### src/rtl/bk_subtractor_pipe_if.sv
// Valid/ready operand and result streams of the pipelined Brent-Kung subtractor.
// The zero/neg result flags exist only when BK_SUB_FLAGS_EN is defined.
interface bk_subtractor_pipe_if #(
   parameter int unsigned WIDTH = 64,
   parameter int unsigned TAG_W = 4
);
   logic             in_valid;
   logic             in_ready;
   logic [WIDTH-1:0] A;
   logic [WIDTH-1:0] B;
   logic [TAG_W-1:0] in_tag;
   logic             out_valid;
   logic             out_ready;
   logic [WIDTH-1:0] DIFF;
   logic             borrow;
   logic             ovf;
   logic [TAG_W-1:0] out_tag;
`ifdef BK_SUB_FLAGS_EN
   logic             zero;
   logic             neg;
`endif

   // Subtractor side
   modport slave (
      input  in_valid, A, B, in_tag, out_ready,
      output in_ready, out_valid, DIFF, borrow, ovf, out_tag
`ifdef BK_SUB_FLAGS_EN
      , output zero, neg
`endif
   );

   // Producer/consumer side
   modport master (
      output in_valid, A, B, in_tag, out_ready,
      input  in_ready, out_valid, DIFF, borrow, ovf, out_tag
`ifdef BK_SUB_FLAGS_EN
      , input zero, neg
`endif
   );
endinterface

### src/rtl/bk_subtractor_pipe.sv
// Three-stage pipelined DIFF = A + ~B + 1 on a Brent-Kung prefix carry network, valid/ready on both sides.
// Optional zero/neg result flags are added when BK_SUB_FLAGS_EN is defined.
module bk_subtractor_pipe #(
   parameter int unsigned WIDTH = 64,
   parameter int unsigned TAG_W = 4
) (
   input  logic               clk,
   input  logic               rst_n,
   bk_subtractor_pipe_if.slave bus
);
   localparam int unsigned LOG_W = $clog2(WIDTH);
   localparam int unsigned SPLIT = LOG_W / 2;
   localparam int unsigned MSB   = WIDTH - 1;

   if ((WIDTH < 8) || (WIDTH > 64) || ((WIDTH & (WIDTH - 1)) != 0)) begin : g_bad_width
      $error("bk_subtractor_pipe: WIDTH must be a power of 2 in 8..64");
   end
   if (TAG_W < 1) begin : g_bad_tag
      $error("bk_subtractor_pipe: TAG_W must be >= 1");
   end

   // Up-sweep levels lo..hi: node i (i+1 a multiple of 2^l) absorbs the group 2^(l-1) below it.
   function automatic logic [2*WIDTH-1:0] up_sweep(input logic [WIDTH-1:0] g_in,
                                                   input logic [WIDTH-1:0] p_in,
                                                   input int lo, input int hi);
      logic [WIDTH-1:0] g;
      logic [WIDTH-1:0] p;
      int s;
      int h;
      g = g_in;
      p = p_in;
      for (int l = 1; l <= int'(LOG_W); l++) begin
         if ((l >= lo) && (l <= hi)) begin
            s = 1 << l;
            h = s >> 1;
            for (int i = s - 1; i < int'(WIDTH); i += s) begin
               g[LOG_W'(i)] = g[LOG_W'(i)] | (p[LOG_W'(i)] & g[LOG_W'(i - h)]);
               p[LOG_W'(i)] = p[LOG_W'(i)] & p[LOG_W'(i - h)];
            end
         end
      end
      return {g, p};
   endfunction

   // Down-sweep fills the remaining prefixes; only generates are needed from here on.
   function automatic logic [WIDTH-1:0] down_sweep(input logic [WIDTH-1:0] g_in,
                                                   input logic [WIDTH-1:0] p_in);
      logic [WIDTH-1:0] g;
      int s;
      int h;
      g = g_in;
      for (int l = int'(LOG_W) - 1; l >= 1; l--) begin
         s = 1 << l;
         h = s >> 1;
         for (int i = s + h - 1; i < int'(WIDTH); i += s) begin
            g[LOG_W'(i)] = g[LOG_W'(i)] | (p_in[LOG_W'(i)] & g[LOG_W'(i - h)]);
         end
      end
      return g;
   endfunction

   // Handshake: a stage loads when empty or when its contents move on this cycle
   logic w_rdy1;
   logic w_rdy2;
   logic w_rdy3;
   logic r1_v;
   logic r2_v;
   logic r3_v;

   assign w_rdy3       = ~r3_v | bus.out_ready;
   assign w_rdy2       = ~r2_v | w_rdy3;
   assign w_rdy1       = ~r1_v | w_rdy2;
   assign bus.in_ready = w_rdy1;

   // S1: generate/propagate of A + ~B, with the carry-in of 1 folded into bit 0
   logic [WIDTH-1:0] w_g0;
   logic [WIDTH-1:0] w_p0;
   logic [WIDTH-1:0] r1_g;
   logic [WIDTH-1:0] r1_p;
   logic             r1_a_msb;
   logic             r1_b_msb;
   logic [TAG_W-1:0] r1_tag;

   always_comb begin
      w_g0    = bus.A & ~bus.B;
      w_p0    = bus.A ^ ~bus.B;
      w_g0[0] = w_g0[0] | w_p0[0];
   end

   always_ff @(posedge clk or negedge rst_n) begin
      if (!rst_n) begin
         r1_v     <= 1'b0;
         r1_g     <= '0;
         r1_p     <= '0;
         r1_a_msb <= 1'b0;
         r1_b_msb <= 1'b0;
         r1_tag   <= '0;
      end else if (w_rdy1) begin
         r1_v <= bus.in_valid;
         if (bus.in_valid) begin
            r1_g     <= w_g0;
            r1_p     <= w_p0;
            r1_a_msb <= bus.A[MSB];
            r1_b_msb <= bus.B[MSB];
            r1_tag   <= bus.in_tag;
         end
      end
   end

   // S2: lower half of the up-sweep
   logic [2*WIDTH-1:0] w_up2;
   logic [WIDTH-1:0]   r2_g;
   logic [WIDTH-1:0]   r2_p;
   logic [WIDTH-1:0]   r2_hp;
   logic               r2_a_msb;
   logic               r2_b_msb;
   logic [TAG_W-1:0]   r2_tag;

   assign w_up2 = up_sweep(r1_g, r1_p, 1, int'(SPLIT));

   always_ff @(posedge clk or negedge rst_n) begin
      if (!rst_n) begin
         r2_v     <= 1'b0;
         r2_g     <= '0;
         r2_p     <= '0;
         r2_hp    <= '0;
         r2_a_msb <= 1'b0;
         r2_b_msb <= 1'b0;
         r2_tag   <= '0;
      end else if (w_rdy2) begin
         r2_v <= r1_v;
         if (r1_v) begin
            r2_g     <= w_up2[2*WIDTH-1:WIDTH];
            r2_p     <= w_up2[WIDTH-1:0];
            r2_hp    <= r1_p;
            r2_a_msb <= r1_a_msb;
            r2_b_msb <= r1_b_msb;
            r2_tag   <= r1_tag;
         end
      end
   end

   // S3: finish the prefix tree, form carries, sum and flags
   logic [2*WIDTH-1:0] w_up3;
   logic [WIDTH-1:0]   w_pre;
   logic [WIDTH-1:0]   w_carry;
   logic [WIDTH-1:0]   w_diff;
   logic               w_borrow;
   logic               w_ovf;
   logic [WIDTH-1:0]   r3_diff;
   logic               r3_borrow;
   logic               r3_ovf;
   logic [TAG_W-1:0]   r3_tag;

   assign w_up3    = up_sweep(r2_g, r2_p, int'(SPLIT) + 1, int'(LOG_W));
   assign w_pre    = down_sweep(w_up3[2*WIDTH-1:WIDTH], w_up3[WIDTH-1:0]);
   assign w_carry  = {w_pre[WIDTH-2:0], 1'b1};
   assign w_diff   = r2_hp ^ w_carry;
   assign w_borrow = ~w_pre[MSB];
   assign w_ovf    = (r2_a_msb ^ r2_b_msb) & (w_diff[MSB] ^ r2_a_msb);

`ifdef BK_SUB_FLAGS_EN
   logic r3_zero;
   logic r3_neg;
`endif

   always_ff @(posedge clk or negedge rst_n) begin
      if (!rst_n) begin
         r3_v      <= 1'b0;
         r3_diff   <= '0;
         r3_borrow <= 1'b0;
         r3_ovf    <= 1'b0;
         r3_tag    <= '0;
`ifdef BK_SUB_FLAGS_EN
         r3_zero   <= 1'b0;
         r3_neg    <= 1'b0;
`endif
      end else if (w_rdy3) begin
         r3_v <= r2_v;
         if (r2_v) begin
            r3_diff   <= w_diff;
            r3_borrow <= w_borrow;
            r3_ovf    <= w_ovf;
            r3_tag    <= r2_tag;
`ifdef BK_SUB_FLAGS_EN
            r3_zero   <= (w_diff == '0);
            r3_neg    <= w_diff[MSB];
`endif
         end
      end
   end

   assign bus.out_valid = r3_v;
   assign bus.DIFF      = r3_diff;
   assign bus.borrow    = r3_borrow;
   assign bus.ovf       = r3_ovf;
   assign bus.out_tag   = r3_tag;
`ifdef BK_SUB_FLAGS_EN
   assign bus.zero      = r3_zero;
   assign bus.neg       = r3_neg;
`endif
endmodule

### src/flat_wrapper.sv
// flat-port wrapper written by rule: the top's interface ports become plain ports
module bk_subtractor_pipe_flat 
#(
   parameter int unsigned WIDTH = 64,
   parameter int unsigned TAG_W = 4
)
  (clk, rst_n, bus_in_valid, bus_A, bus_B, bus_in_tag, bus_out_ready, bus_in_ready, bus_out_valid, bus_DIFF, bus_borrow, bus_ovf, bus_out_tag);
  bk_subtractor_pipe_if #(.WIDTH(WIDTH), .TAG_W(TAG_W)) bus_i ();
  input  logic clk;
  input  logic rst_n;
  input wire logic [$bits(bus_i.in_valid)-1:0] bus_in_valid;
  input wire logic [$bits(bus_i.A)-1:0] bus_A;
  input wire logic [$bits(bus_i.B)-1:0] bus_B;
  input wire logic [$bits(bus_i.in_tag)-1:0] bus_in_tag;
  input wire logic [$bits(bus_i.out_ready)-1:0] bus_out_ready;
  output wire logic [$bits(bus_i.in_ready)-1:0] bus_in_ready;
  output wire logic [$bits(bus_i.out_valid)-1:0] bus_out_valid;
  output wire logic [$bits(bus_i.DIFF)-1:0] bus_DIFF;
  output wire logic [$bits(bus_i.borrow)-1:0] bus_borrow;
  output wire logic [$bits(bus_i.ovf)-1:0] bus_ovf;
  output wire logic [$bits(bus_i.out_tag)-1:0] bus_out_tag;
  assign bus_i.in_valid = bus_in_valid;
  assign bus_i.A = bus_A;
  assign bus_i.B = bus_B;
  assign bus_i.in_tag = bus_in_tag;
  assign bus_i.out_ready = bus_out_ready;
  assign bus_in_ready = bus_i.in_ready;
  assign bus_out_valid = bus_i.out_valid;
  assign bus_DIFF = bus_i.DIFF;
  assign bus_borrow = bus_i.borrow;
  assign bus_ovf = bus_i.ovf;
  assign bus_out_tag = bus_i.out_tag;
  bk_subtractor_pipe #(.WIDTH(WIDTH), .TAG_W(TAG_W)) u_core (.clk(clk), .rst_n(rst_n), .bus(bus_i));
endmodule
### config.mk
export PLATFORM = sky130hd
export DESIGN_NAME = bk_subtractor_pipe_flat
export DESIGN_NICKNAME = d
export VERILOG_FILES = /design/src/rtl/bk_subtractor_pipe_if.sv /design/src/rtl/bk_subtractor_pipe.sv /design/src/flat_wrapper.sv
export SDC_FILE = /design/constraint.sdc
export NUM_CORES = 1
export LEC_CHECK = 0
export CAP_MARGIN = 20
export CORE_ASPECT_RATIO = 1.1
export CORE_MARGIN = 1.5
export CORE_UTILIZATION = 60
export CTS_BUF_LIST = sky130_fd_sc_hd__clkbuf_8
export CTS_CLUSTER_SIZE = 16
export DETAILED_ROUTE_END_ITERATION = 8
export GPL_ROUTABILITY_DRIVEN = 1
export GPL_TIMING_DRIVEN = 0
export HOLD_SLACK_MARGIN = 0.03
export PLACE_DENSITY = 0.87
export RECOVER_POWER = 25
export SLEW_MARGIN = 20
export SYNTH_ARGS = -nofsm -noshare
export SYNTH_HDL_FRONTEND = slang
export SYNTH_SLANG_ARGS = --single-unit
### constraint.sdc
create_clock -name clk -period 2.97 [get_ports clk]
set_input_delay 0.297 -clock clk [delete_from_list [all_inputs] [get_ports clk]]
set_output_delay 0.297 -clock clk [all_outputs]
set_load 0.02 [all_outputs]
==> reports/qor_table.md <==
| Item | Reported |
|---|---|
| Result of the run | finished clean |
| Number of DRC markers after the initial detailed-route iteration | 564 |
| Number of inserted filler cells in the final layout | 1601 |
| Cells along the critical path | nand4b_1 > clkdlybuf4s50_1 |
| Worst setup margin | 0.7886 ns |
| DRC Markers | 0 |
| Master of the slowest instance on the critical path | sky130_fd_sc_hd__clkdlybuf4s50_1 |
| Power per Cell Area | 789.8 mW/mm2 |
| Area leader, netlist | sky130_fd_sc_hd__dfrtp_1 |
| Most repeated cell in the gate-level netlist after synthesis | sky130_fd_sc_hd__nand2_1 |
| CTS clock-pin slew for the worst setup and hold paths | 0.06 ns |
| Fmax achieved | 0.4584 GHz |
| Slowest Stage Delay on Critical Path | 0.65 ns |
| Largest buffer count on any clock path | 3 |
| Actual slew at the worst max-slew pin | 1.344 ns |
| Number of nets produced by synthesis | 1580 |
| Final total negative setup slack | 0 ns |
| Arrival time of the worst setup path | 1.88 ns |
| Height of the die | 169.5 um |
| Number of nets in the finished design | 1846 |
| Number of flops mapped to enable cells by yosys | 0 |
| Core Area | 0.02462 mm2 |
| Number of instances resized during post-cts repair | 0 |
| Pre-CTS WS | 0.5760 ns |
| Share of the yosys chip area belonging to registers | 0.5859 |
| Worst Skew | 0.01385 ns |
| Worst-path fanout max | 4 |
| Summed area of non-filler cells in the final layout | 0.01872 mm2 |
| Effective utilization at floorplan | 0.6141 |
| Static Leakage | 9.348 nW |
| Pins Over Slew Limit | 0 |
| Startpoint types | flip-flop |
| Unrepaired setup endpoints after global routing | no |
| Number of port buffers | 207 |
| Library cells used by synthesis | 32 |
| First-pass GRT wire length | 56.44 mm |
| DP HPWL | 24.51 mm |
| Antenna violations before repair | 1 |
| Critical Setup Path Class | reg -> out |
| Part of the cycle the worst path needs | 0.7345 |
| Wire length reported by the detailed router | 34.79 mm |
| Cell family contributing the most delay on the critical path | buffers and inverters |
| All-layer global routing usage | 0.2754 |
| IO Pins | 208 |
| Max rail drop VDD | 0.0006074 V |
| Area growth from synthesis to final layout | 23.81% |
| Die Footprint | 0.02616 mm2 |
| Largest net degree at the start of global routing | 107 |
| Required arrival time at the worst endpoint | 2.67 ns |
| Final non-filler cell total | 1976 |
| Min Hold Slack | 0.2724 ns |
| Final estimated routing congestion in global placement | 0.8529 |
| Clock sink count | 354 |
| Share of post-route cells with drive strength above 1 | 0.1453 |
| Sort of element at the end of the critical path | output pin |
| Via count of the first global-routing pass | 11260 |
| Synth Instances | 1365 |
| Count of nets left with antenna violations after detail routing | 0 |
| Combined flip-flop and latch cell area | 0.008859 mm2 |
| Synth async-reset ratio | 1.000 |
| Final count of hold timing violations | 0 |
| Period minus WS final | 2.181 ns |
| Number of placement rows | 60 |
| Type of the worst min-delay path | in -> async |
| Post-detailed-placement cell area | 0.01767 mm2 |
| Cell Area, Synth | 0.01512 mm2 |
| Total number of vias | 10660 |
| Fraction of post-synthesis cell area in the top cell type by area | 0.5859 |
| Most area-consuming cells after synthesis | sky130_fd_sc_hd__dfrtp_1, sky130_fd_sc_hd__nand2_1, sky130_fd_sc_hd__mux2_2 |
| Top cell types by occurrence after synthesis | sky130_fd_sc_hd__nand2_1, sky130_fd_sc_hd__dfrtp_1, sky130_fd_sc_hd__mux2_2 |
| Detailed-router iteration count before antenna repair | 5 |
| CTS H-tree depth | 2 |
| Synth Register Bits | 354 |
| Commonest register cell after synthesis | sky130_fd_sc_hd__dfrtp_1 |
| Buffers & Inverters on Critical Path | 1 |
| Power, Total | 14.79 mW |
| Final setup fails | 0 |
| GRT overflow | 0 |
| Clock tree from TritonCTS | yes |
| Share of the core filled with cells | 0.7603 |
| Number of placed cells counting well taps | 1885 |
| Max Cap Violations | 0 |
| Routed len/inst | 17.61 um |
| CTS buffer count | 53 |
| Multi-input logic area | 0.005659 mm2 |
| Via count normalized by instance count | 5.395 |
| Root buffer cell | sky130_fd_sc_hd__clkbuf_8 |
| DIE WIDTH | 154.4 um |
| Yosys warning total | 0 |
| Source-to-sink clock delay at the later pin of the worst-skew pair | 0.57 ns |
| Syn_area_per_cell | 11.08 um2 |
| Worst-case headroom to the max-slew limit | 0.1042 |
-- state kept, by name, summed over array words and instances, names as in the netlist --
signal / count
u_core.bus.DIFF: 64
u_core.bus.borrow: 1
u_core.bus.out_tag: 4
u_core.bus.out_valid: 1
u_core.bus.ovf: 1
u_core.r1_a_msb: 1
u_core.r1_b_msb: 1
u_core.r1_g: 64
u_core.r1_p: 64
u_core.r1_tag: 4
u_core.r1_v: 1
u_core.r2_a_msb: 1
u_core.r2_b_msb: 1
u_core.r2_g: 64
u_core.r2_hp: 64
u_core.r2_p: 13
u_core.r2_tag: 4
u_core.r2_v: 1
-- where the power goes --
group	total [mW]	switching [mW]	internal, mW
Combinational	4.00	2.06	1.93
Clock	3.95	1.79	2.17
Sequential	6.83	0.820	6.01
-- final cells by class --
type / count / area share
Tap cell: 310 / 0.02072
Clock inverter: 19 / 0.005547
Inverter: 64 / 0.01283
Antenna cell: 1 / 0.0001337
Multi-Input combinational cell: 888 / 0.3023
Clock buffer: 70 / 0.05146
Buffer: 59 / 0.01905
Sequential cell: 354 / 0.4732
Timing Repair Buffer: 211 / 0.1148
-- final timing paths --
path	startpoint	endpoint	slack (ns)	cells after the start
setup / recovery	u_core.r2_v	bus_in_ready	0.79	2
hold / removal	rst_n	u_core.bus.DIFF[6]	0.27	2
setup reg to reg	u_core.r2_g[7]	u_core.bus.DIFF[31]	0.91	8
hold reg to reg	u_core.r2_g[63]	u_core.bus.borrow	0.46	1
max in group asynchronous	rst_n	u_core.r1_p[39]	0.87	3
min in group clk	bus_in_tag[3]	u_core.r1_tag[3]	0.37	2
-- layout by cell type (no fill, tap or decap), types with 2 or more instances in the layout --
cell type and count:
sky130_fd_sc_hd__buf_4 11, sky130_fd_sc_hd__mux2_1 36, sky130_fd_sc_hd__nand4_1 3, sky130_fd_sc_hd__dfrtp_1 354
sky130_fd_sc_hd__buf_2 30, sky130_fd_sc_hd__xnor2_1 33, sky130_fd_sc_hd__buf_6 3, sky130_fd_sc_hd__clkbuf_1 12
sky130_fd_sc_hd__buf_16 2, sky130_fd_sc_hd__o21ai_0 73, sky130_fd_sc_hd__a21o_1 13, sky130_fd_sc_hd__nand3_1 4
sky130_fd_sc_hd__mux2_2 116, sky130_fd_sc_hd__xor2_1 15, sky130_fd_sc_hd__ha_1 79, sky130_fd_sc_hd__inv_1 79
sky130_fd_sc_hd__clkdlybuf4s50_1 206, sky130_fd_sc_hd__nand2_1 455, sky130_fd_sc_hd__and2_1 2, sky130_fd_sc_hd__buf_8 4
sky130_fd_sc_hd__clkinv_2 2, sky130_fd_sc_hd__o41ai_1 3, sky130_fd_sc_hd__nand2b_1 4, sky130_fd_sc_hd__a21oi_1 21
sky130_fd_sc_hd__clkbuf_8 70, sky130_fd_sc_hd__nor2_1 21
-- cell families (layout without fill, tap and decap cells) --
logic type | count (synthesis) | in the layout | share of synthesized area
flip-flops | 354 | 354 | 0.5859
multiplexers | 153 | 153 | 0.1139
other | 0 | 1 | 0
XOR/XNOR | 48 | 48 | 0.02780
buffers and inverters | 123 | 423 | 0.03947
AND/OR/NAND/NOR | 495 | 495 | 0.1268
AO/OA/AOI/OAI | 113 | 113 | 0.04088
adder cells (fa/ha/maj) | 79 | 79 | 0.06537
-- worst reg2reg max path: stages (launching register included) --
cell                      delay, ns
sky130_fd_sc_hd__dfrtp_1       0.47
sky130_fd_sc_hd__a21o_1        0.28
sky130_fd_sc_hd__a21o_1        0.25
sky130_fd_sc_hd__a21o_1        0.21
sky130_fd_sc_hd__a21o_1        0.18
sky130_fd_sc_hd__ha_1          0.17
sky130_fd_sc_hd__nor2_1        0.12
sky130_fd_sc_hd__xor2_1        0.15
sky130_fd_sc_hd__o21ai_0       0.09
-- per-layer routing --
layer  vias to the layer above  wire, um  GRT usage  share of wire
li1                       4947         -          -              -
met1                      5277     14200     0.3458           0.41
met2                       362     17760     0.4865           0.51
met3                        74      1914    0.04418          0.055
met4                         0       914    0.09866          0.026
met5                         -         0          0              0
-- what timing repair did --
item / CTS / global route
hold buffers: 1 / 0
buffers inserted: 0 / 0
hold endpoints to repair: 72 / 0
No activity file was read; power rests on OpenSTA's default activity.
